<file path="config.mk">
export PLATFORM = sky130hd
export DESIGN_NAME = display_startup_sequencer_flat
export DESIGN_NICKNAME = d
export VERILOG_FILES = /design/src/rtl/display_startup_sequencer_if.sv /design/src/rtl/display_startup_sequencer.sv /design/src/flat_wrapper.sv
export SDC_FILE = /design/constraint.sdc
export NUM_CORES = 1
export LEC_CHECK = 0
export CAP_MARGIN = 10
export CORE_ASPECT_RATIO = 0.9
export CORE_UTILIZATION = 40
export CTS_CLUSTER_DIAMETER = 50
export DETAILED_ROUTE_END_ITERATION = 8
export HOLD_SLACK_MARGIN = 0.15
export MAX_ROUTING_LAYER = met4
export PLACE_DENSITY = 0.95
export SLEW_MARGIN = 20
export SYNTH_ARGS = -nofsm -noshare
export SYNTH_HDL_FRONTEND = slang
export SYNTH_SLANG_ARGS = --single-unit
</file>
<file path="constraint.sdc">
create_clock -name clk -period 2.6 [get_ports clk]
set_input_delay 0.65 -clock clk [delete_from_list [all_inputs] [get_ports clk]]
set_output_delay 0.65 -clock clk [all_outputs]
set_load 0.1 [all_outputs]
</file>
<file path="src/rtl/display_startup_sequencer_if.sv">
// Signal bundle between the display sequencer and its owner: tick/restart
// controls and run patterns in, scanned lattice and 7-segment drive out.
interface display_startup_sequencer_if;
  logic        scan_tick;
  logic        blink_tick;
  logic        restart;
  logic [63:0] run_seg;
  logic [63:0] run_col;
  logic [7:0]  row;
  logic [7:0]  col;
  logic [7:0]  digit_cath;
  logic [7:0]  digit_seg;
  logic        test_active;
  logic        done;

  modport master (
    output scan_tick, blink_tick, restart, run_seg, run_col,
    input  row, col, digit_cath, digit_seg, test_active, done
  );

  modport slave (
    input  scan_tick, blink_tick, restart, run_seg, run_col,
    output row, col, digit_cath, digit_seg, test_active, done
  );
endinterface

</file>
<file path="src/rtl/display_startup_sequencer.sv">
// Power-up lamp test (BLINKS all-on/all-off pairs) then live row/digit scanning;
// all drive outputs registered, 1 clk after state/index change; no backpressure.
module display_startup_sequencer #(
  parameter int BLINKS = 3,
  parameter int DIGITS = 6
) (
  input  logic                         clk,
  input  logic                         rst_n,
  display_startup_sequencer_if.slave   bus
);

  typedef enum logic [1:0] {
    TEST_ON  = 2'd0,
    TEST_OFF = 2'd1,
    RUN      = 2'd2
  } state_t;

  localparam logic [3:0] LAST_BLINK = 4'(BLINKS - 1);
  localparam logic [2:0] LAST_DIGIT = 3'(DIGITS - 1);

  state_t     state, state_nxt;
  logic [3:0] blink_cnt, blink_cnt_nxt;
  logic       done_nxt;
  logic [2:0] row_idx;
  logic [2:0] dig_idx;
  logic [7:0] col_nxt;
  logic [7:0] seg_nxt;

  always_ff @(posedge clk or negedge rst_n) begin
    if (!rst_n) begin
      state     <= TEST_ON;
      blink_cnt <= 4'd0;
    end else begin
      state     <= state_nxt;
      blink_cnt <= blink_cnt_nxt;
    end
  end

  // restart wins over blink_tick and swallows a same-cycle completion
  always_comb begin
    state_nxt     = state;
    blink_cnt_nxt = blink_cnt;
    done_nxt      = 1'b0;
    col_nxt       = 8'h00;
    seg_nxt       = 8'h00;
    case (state)
      TEST_ON: begin
        col_nxt = 8'hFF;
        seg_nxt = 8'hFF;
        if (bus.blink_tick) state_nxt = TEST_OFF;
      end
      TEST_OFF: begin
        if (bus.blink_tick) begin
          if (blink_cnt < LAST_BLINK) begin
            state_nxt     = TEST_ON;
            blink_cnt_nxt = blink_cnt + 4'd1;
          end else begin
            state_nxt = RUN;
            done_nxt  = 1'b1;
          end
        end
      end
      RUN: begin
        col_nxt = bus.run_col[row_idx*8 +: 8];
        seg_nxt = bus.run_seg[dig_idx*8 +: 8];
      end
      default: state_nxt = TEST_ON;
    endcase
    if (bus.restart) begin
      state_nxt     = TEST_ON;
      blink_cnt_nxt = 4'd0;
      done_nxt      = 1'b0;
    end
  end

  // Scan indices free-run in every state; only rst_n brings them back to 0
  always_ff @(posedge clk or negedge rst_n) begin
    if (!rst_n) begin
      row_idx <= 3'd0;
      dig_idx <= 3'd0;
    end else if (bus.scan_tick) begin
      row_idx <= row_idx + 3'd1;
      dig_idx <= (dig_idx == LAST_DIGIT) ? 3'd0 : dig_idx + 3'd1;
    end
  end

  always_ff @(posedge clk or negedge rst_n) begin
    if (!rst_n) begin
      bus.row         <= 8'hFF;
      bus.digit_cath  <= 8'hFF;
      bus.col         <= 8'h00;
      bus.digit_seg   <= 8'h00;
      bus.test_active <= 1'b1;
      bus.done        <= 1'b0;
    end else begin
      bus.row         <= ~(8'b1 << row_idx);
      bus.digit_cath  <= ~(8'b1 << dig_idx);
      bus.col         <= col_nxt;
      bus.digit_seg   <= seg_nxt;
      bus.test_active <= (state != RUN);
      bus.done        <= done_nxt;
    end
  end

endmodule

</file>
<file path="src/flat_wrapper.sv">
// flat-port wrapper written by rule: the top's interface ports become plain ports
module display_startup_sequencer_flat 
#(
  parameter int BLINKS = 3,
  parameter int DIGITS = 6
)
  (clk, rst_n, bus_scan_tick, bus_blink_tick, bus_restart, bus_run_seg, bus_run_col, bus_row, bus_col, bus_digit_cath, bus_digit_seg, bus_test_active, bus_done);
  display_startup_sequencer_if bus_i ();
  input  logic clk;
  input  logic rst_n;
  input wire logic [$bits(bus_i.scan_tick)-1:0] bus_scan_tick;
  input wire logic [$bits(bus_i.blink_tick)-1:0] bus_blink_tick;
  input wire logic [$bits(bus_i.restart)-1:0] bus_restart;
  input wire logic [$bits(bus_i.run_seg)-1:0] bus_run_seg;
  input wire logic [$bits(bus_i.run_col)-1:0] bus_run_col;
  output wire logic [$bits(bus_i.row)-1:0] bus_row;
  output wire logic [$bits(bus_i.col)-1:0] bus_col;
  output wire logic [$bits(bus_i.digit_cath)-1:0] bus_digit_cath;
  output wire logic [$bits(bus_i.digit_seg)-1:0] bus_digit_seg;
  output wire logic [$bits(bus_i.test_active)-1:0] bus_test_active;
  output wire logic [$bits(bus_i.done)-1:0] bus_done;
  assign bus_i.scan_tick = bus_scan_tick;
  assign bus_i.blink_tick = bus_blink_tick;
  assign bus_i.restart = bus_restart;
  assign bus_i.run_seg = bus_run_seg;
  assign bus_i.run_col = bus_run_col;
  assign bus_row = bus_i.row;
  assign bus_col = bus_i.col;
  assign bus_digit_cath = bus_i.digit_cath;
  assign bus_digit_seg = bus_i.digit_seg;
  assign bus_test_active = bus_i.test_active;
  assign bus_done = bus_i.done;
  display_startup_sequencer #(.BLINKS(BLINKS), .DIGITS(DIGITS)) u_core (.clk(clk), .rst_n(rst_n), .bus(bus_i));
endmodule
</file>
### Word-level counts from Yosys, hierarchy flattened

Index checks and enable logic that the tools add are counted.

| operators by class | value |
|---|---|
| magnitude comparators | 1 |
| $add $sub $neg | 3 |
| equality and inequality tests | 7 |
| multiplexer cells | 16 |
| shifts and indexed selects | 4 |
| bitwise operators | 2 |
| reduce and logical (&&, ||, !) cells | 6 |

Operators by type and width:

| kind | number |
|---|---|
| $shiftx A64 B7 Y8 | 2 |
| $pmux W8 S2 | 2 |
| $mux W4 | 4 |
| $not A8 Y8 | 2 |
| $shl A1 B3 Y8 const A | 2 |
| $mux W2 | 4 |
| $add A3 B1 Y3 const B | 2 |
| $ne A3 B3 Y1 const B | 2 |
| $pmux W2 S3 | 1 |
| $reduce_and A3 Y1 | 2 |
| $reduce_bool A2 Y1 | 3 |
| $add A4 B1 Y4 const B | 1 |
| $lt A4 B2 Y1 const B | 1 |
| $mux W1 | 4 |
| $ne A2 B2 Y1 const B | 2 |
| $eq A3 B3 Y1 const B | 1 |
| $mux W3 | 1 |
| $eq A2 B1 Y1 const B | 1 |
| $eq A2 B2 Y1 const B | 1 |
| $logic_not A2 Y1 | 1 |

| storage, ports and cells | value |
|---|---|
| bits of input ports | 133 |
| logic and storage cells | 49 |
| flip-flop bits (word level) | 46 |
| output and inout port bits | 34 |

### Longest topological paths before layout

| depth | value |
|---|---|
| depth in word-level cells | 5 |
| depth in mapped cells | 7 |

### Worst setup path after synthesis

OpenSTA, ideal clock, no wires.

| timing path | value |
|---|---|
| path type | register to output |
| start | reg u_core.bus.col[0] |
| end | out bus_col[0] |
| slack | 1.067 ns |
| required time | 1.950 ns |
| path buffers | 0 |
| cell stages (with the launch flop) | 1 |
| data arrival time | 0.883 ns |
| path through | dfrtp_1 |

RTL lines:

| what | line | text |
|---|---|---|
| from (decl) | display_startup_sequencer_if.sv:23 | `output row, col, digit_cath, digit_seg, test_active, done` |
| from (signal assigned) | display_startup_sequencer.sv:98 | `bus.col <= col_nxt;` |
| to (decl) | flat_wrapper.sv:17 | `output wire logic [$bits(bus_i.col)-1:0] bus_col;` |

No word-level cell between the ends.

### Worst setup path in the final report

| timing path | value |
|---|---|
| start | reg u_core.row_idx[2] |
| end | reg u_core.bus.col[5] |

| between the ends | value |
|---|---|
| word-level cells in the longest chain between the ends | 2 |

RTL lines:

| what | line | text |
|---|---|---|
| from (decl) | display_startup_sequencer.sv:24 | `logic [2:0] row_idx;` |
| from (signal assigned) | display_startup_sequencer.sv:82 | `row_idx <= row_idx + 3'd1;` |
| $shiftx A64 B7 Y8 | display_startup_sequencer.sv:64 | `col_nxt = bus.run_col[row_idx*8 +: 8];` |
| $pmux W8 S2 | display_startup_sequencer.sv:46 | `case (state)` |
| via u_core.col_nxt[5] | display_startup_sequencer.sv:26 | `logic [7:0] col_nxt;` |

The timed path passes the listed nets, and every way through them passes these cells.
A chain may end at the register's enable or synchronous reset.

==> out/metrics.csv <==
metric,value,unit
viasPerCell,5.07,
grtUsageTotal,24.3,%
p_total,0.00422,W
critPathCaptureType,flop,
drive_gt1_share,21.3,%
synth-edff-count,0,
clk_pin_slew,0.08,ns
antenna_found_initial,0,
wire_per_inst,17.0,um
ys_seq_elements,46,
clock_sinks,46,
overflow,0,
yosysMostFrequentCell,dfrtp_1,
maxCapViolCount,0,
path_max_fanout,14,
clock_path_buffers,2,
ys.flop_type,dfrtp_1,
htree_levels,2,
critPathArrivalTime,1.98,ns
finalHoldViolations,0,
fp.dieH,80.1,um
vdd_drop_max,911,uV
rows,28,
powerDensity,956,nW/um^2
pin_count,167,
cts-root-buf,clkbuf_8,
setup_tns,0,ns
rsz0062_at_grt,false,
synth_area_per_cell,11.4,sq um
synth_top_area_share,26.8,%
final_antenna_net_count,0,
grt_pass1_wl,12600,um
grt_max_degree,47,
insertion_delay,0.29,ns
postSynth.asyncResetShare,100,%
path_class,flop to flop,
numCtsBuffers,5,
io_buffers,166,
place_inst,481,
tightest_slew,0.715,ns
ys_seq_area_share,43.3,%
drt_iter0_markers,125,
post_cts_buffers,0,
cts_resized,0,
drt_first_pass_iters,4,
cellInternalPower,0.00220,W
hold_class,input pin to asynchronous set/reset pin,
area_growth,63.1,%
synthTopCellsByArea,"dfrtp_1 (27%), dfstp_2 (16%), mux2i_1 (9.2%), mux4_2 (6.7%), mux2_2 (5.4%)",
yosysWarnings,0,
start_util,41.3,%
p_clk_share,12.2,%
p_leak,1.83,nW
syn_inst,237,
via_count,2478,
swShare,47.8,%
grt_pass1_vias,2553,
p_comb_share,61.8,%
die-area,7100,sq um
tritoncts,built,
yosysUniqueCellTypes,30,
seq_area,1170,sq um
fp.dieW,88.7,um
stdcell_count,489,
drt_wl_total,8330,um
coreArea,6550,sq um
status,"complete, no violations",
finalCritPeriodShare,68.5,%
drcViolationCount,0,
synth_top_cell_by_area,dfrtp_1,
diodes,0,
min_period,1.78,ns
gp_congestion,0.783,
fill_cells,524,
worst_ep_required_time,2.80,ns
start_kind,flop,
maxSlewViolCount,0,
setup_violations,0,
switchingPower,0.00202,W
ff2ff_setup_slack,0.82,ns
relSlewSlack,52.2,%
netlist_area,2710,sq um
multi_input_area,1380,sq um
final_nets,540,
pwr-share-seq,26.0,%
finClkSkew,0.00718,ns
mappedNetlistNets,379,
synth_common_cells,"dfrtp_1 (29), mux2i_1 (25), nand2_1 (20)",
hpwl,6680,um
max_freq,0.561,GHz
cts_hold_buffers,0,
==> registers in the layout (all words and copies together), names as in the netlist <==
name	count
u_core.bus.digit_seg	8
u_core.bus.test_active	1
u_core.bus.col	8
u_core.bus.digit_cath	8
u_core.state	2
u_core.bus.row	8
u_core.dig_idx	3
u_core.bus.done	1
u_core.blink_cnt	4
u_core.row_idx	3
==> through the flow <==
| stage | hold slack [ns] | instance area, sq um | util [%] | setup WS [ns] |
|---|---|---|---|---|
| 2_1_floorplan | 0.354 | 2710 | - | 1.07 |
| 3_3_place_gp | 0.473 | 4310 | 65.7 | 0.716 |
| 3_5_place_dp | 0.488 | 4310 | 65.7 | 0.690 |
| 4_1_cts | 0.508 | 4410 | 67.4 | 0.825 |
| 5_1_grt | 0.389 | 4420 | 67.4 | 0.667 |
| 6_report | 0.350 | 4420 | 67.4 | 0.818 |
==> path summary, 6_finish.rpt <==
path,start,end,cells after the start
min in group clk,u_core.blink_cnt[2]$_DFFE_PN0P_,u_core.blink_cnt[2]$_DFFE_PN0P_,2
worst max register to register,u_core.row_idx[2]$_DFFE_PN0P_,u_core.bus.col[5]$_DFF_PN0_,4
worst min-delay path,rst_n,u_core.state[0]$_DFFE_PN0P_,1
worst min register to register,u_core.blink_cnt[2]$_DFFE_PN0P_,u_core.blink_cnt[2]$_DFFE_PN0P_,2
max in group asynchronous,rst_n,u_core.bus.digit_cath[7]$_DFF_PN1_,1
worst max-delay path,u_core.row_idx[2]$_DFFE_PN0P_,u_core.bus.col[5]$_DFF_PN0_,4
==> per-layer routing <==
| metal | part of all wire [%] | track usage (%) | up-vias |
|---|---|---|---|
| met5 | 0 | - | - |
| met2 | 51 | 39.2 | 90 |
| met4 | 2.0 | 6.29 | 0 |
| met1 | 42 | 31.8 | 1194 |
| li1 | - | - | 1178 |
| met3 | 5.1 | 4.21 | 16 |
==> area by class of cell <==
class / instances / share of cell area, %
clock buffers: 7 / 1.73
repair buffers: 170 / 36.6
clock inverters: 1 / 0.680
well taps: 90 / 2.55
multi-input cells: 167 / 31.2
inverters: 8 / 0.680
flip-flops and latches: 46 / 26.6
==> power groups by stage <==
stage	clock network (W)	registers, W	logic [W]
2_1_floorplan	0	0.00189	0.00127
3_3_place_gp	0	0.00110	0.00256
3_5_place_dp	0	0.00110	0.00262
4_1_cts	0.000532	0.00110	0.00262
5_1_grt	0.000560	0.00112	0.00278
6_report	0.000514	0.00110	0.00261
==> logic make-up after synthesis <==
group / share of synthesized area [%]
compound gates: 10.7
xor+xnor: 1.29
fa+ha+maj: 4.16
buf+inv: 5.82
flops: 43.3
mux: 26.3
simple gates: 8.46
==> placed cells by master, fill, tap and decap left out <==
| cell | Yosys | final |
|---|---|---|
| a221o_1 | 8 | 8 |
| mux2i_1 | 25 | 25 |
| buf_4 | 3 | 38 |
| dfstp_2 | 17 | 17 |
| mux2_2 | 13 | 13 |
| xor2_1 | 2 | 2 |
| and2_1 | 1 | 1 |
| o2bb2ai_1 | 1 | 1 |
| clkdlybuf4s50_1 | 0 | 131 |
| nand2b_1 | 5 | 5 |
| buf_12 | 2 | 1 |
| inv_1 | 8 | 8 |
| or2_2 | 2 | 2 |
| o22ai_1 | 8 | 8 |
| nor3_1 | 1 | 1 |
| mux4_2 | 8 | 8 |
| a21oi_1 | 19 | 19 |
| nor2b_1 | 3 | 3 |
| nor2_1 | 16 | 16 |
| nand2_1 | 20 | 20 |
| dfrtp_1 | 29 | 29 |
| clkbuf_1 | 7 | 2 |
| or3_1 | 2 | 2 |
| o21ai_0 | 1 | 1 |
| clkbuf_8 | 0 | 5 |
| xnor2_1 | 2 | 2 |
| a31oi_1 | 8 | 8 |
| bufinv_16 | 0 | 1 |
| ha_1 | 9 | 9 |
| mux2_1 | 12 | 12 |
| nand3b_1 | 1 | 1 |
==> worst max-delay path: stages (launching register included) <==
cell,delay [ns]
dfrtp_1,0.49
inv_1,0.28
nor2_1,0.52
a21oi_1,0.15
a31oi_1,0.25
No activity file was read; power rests on OpenSTA's default activity.
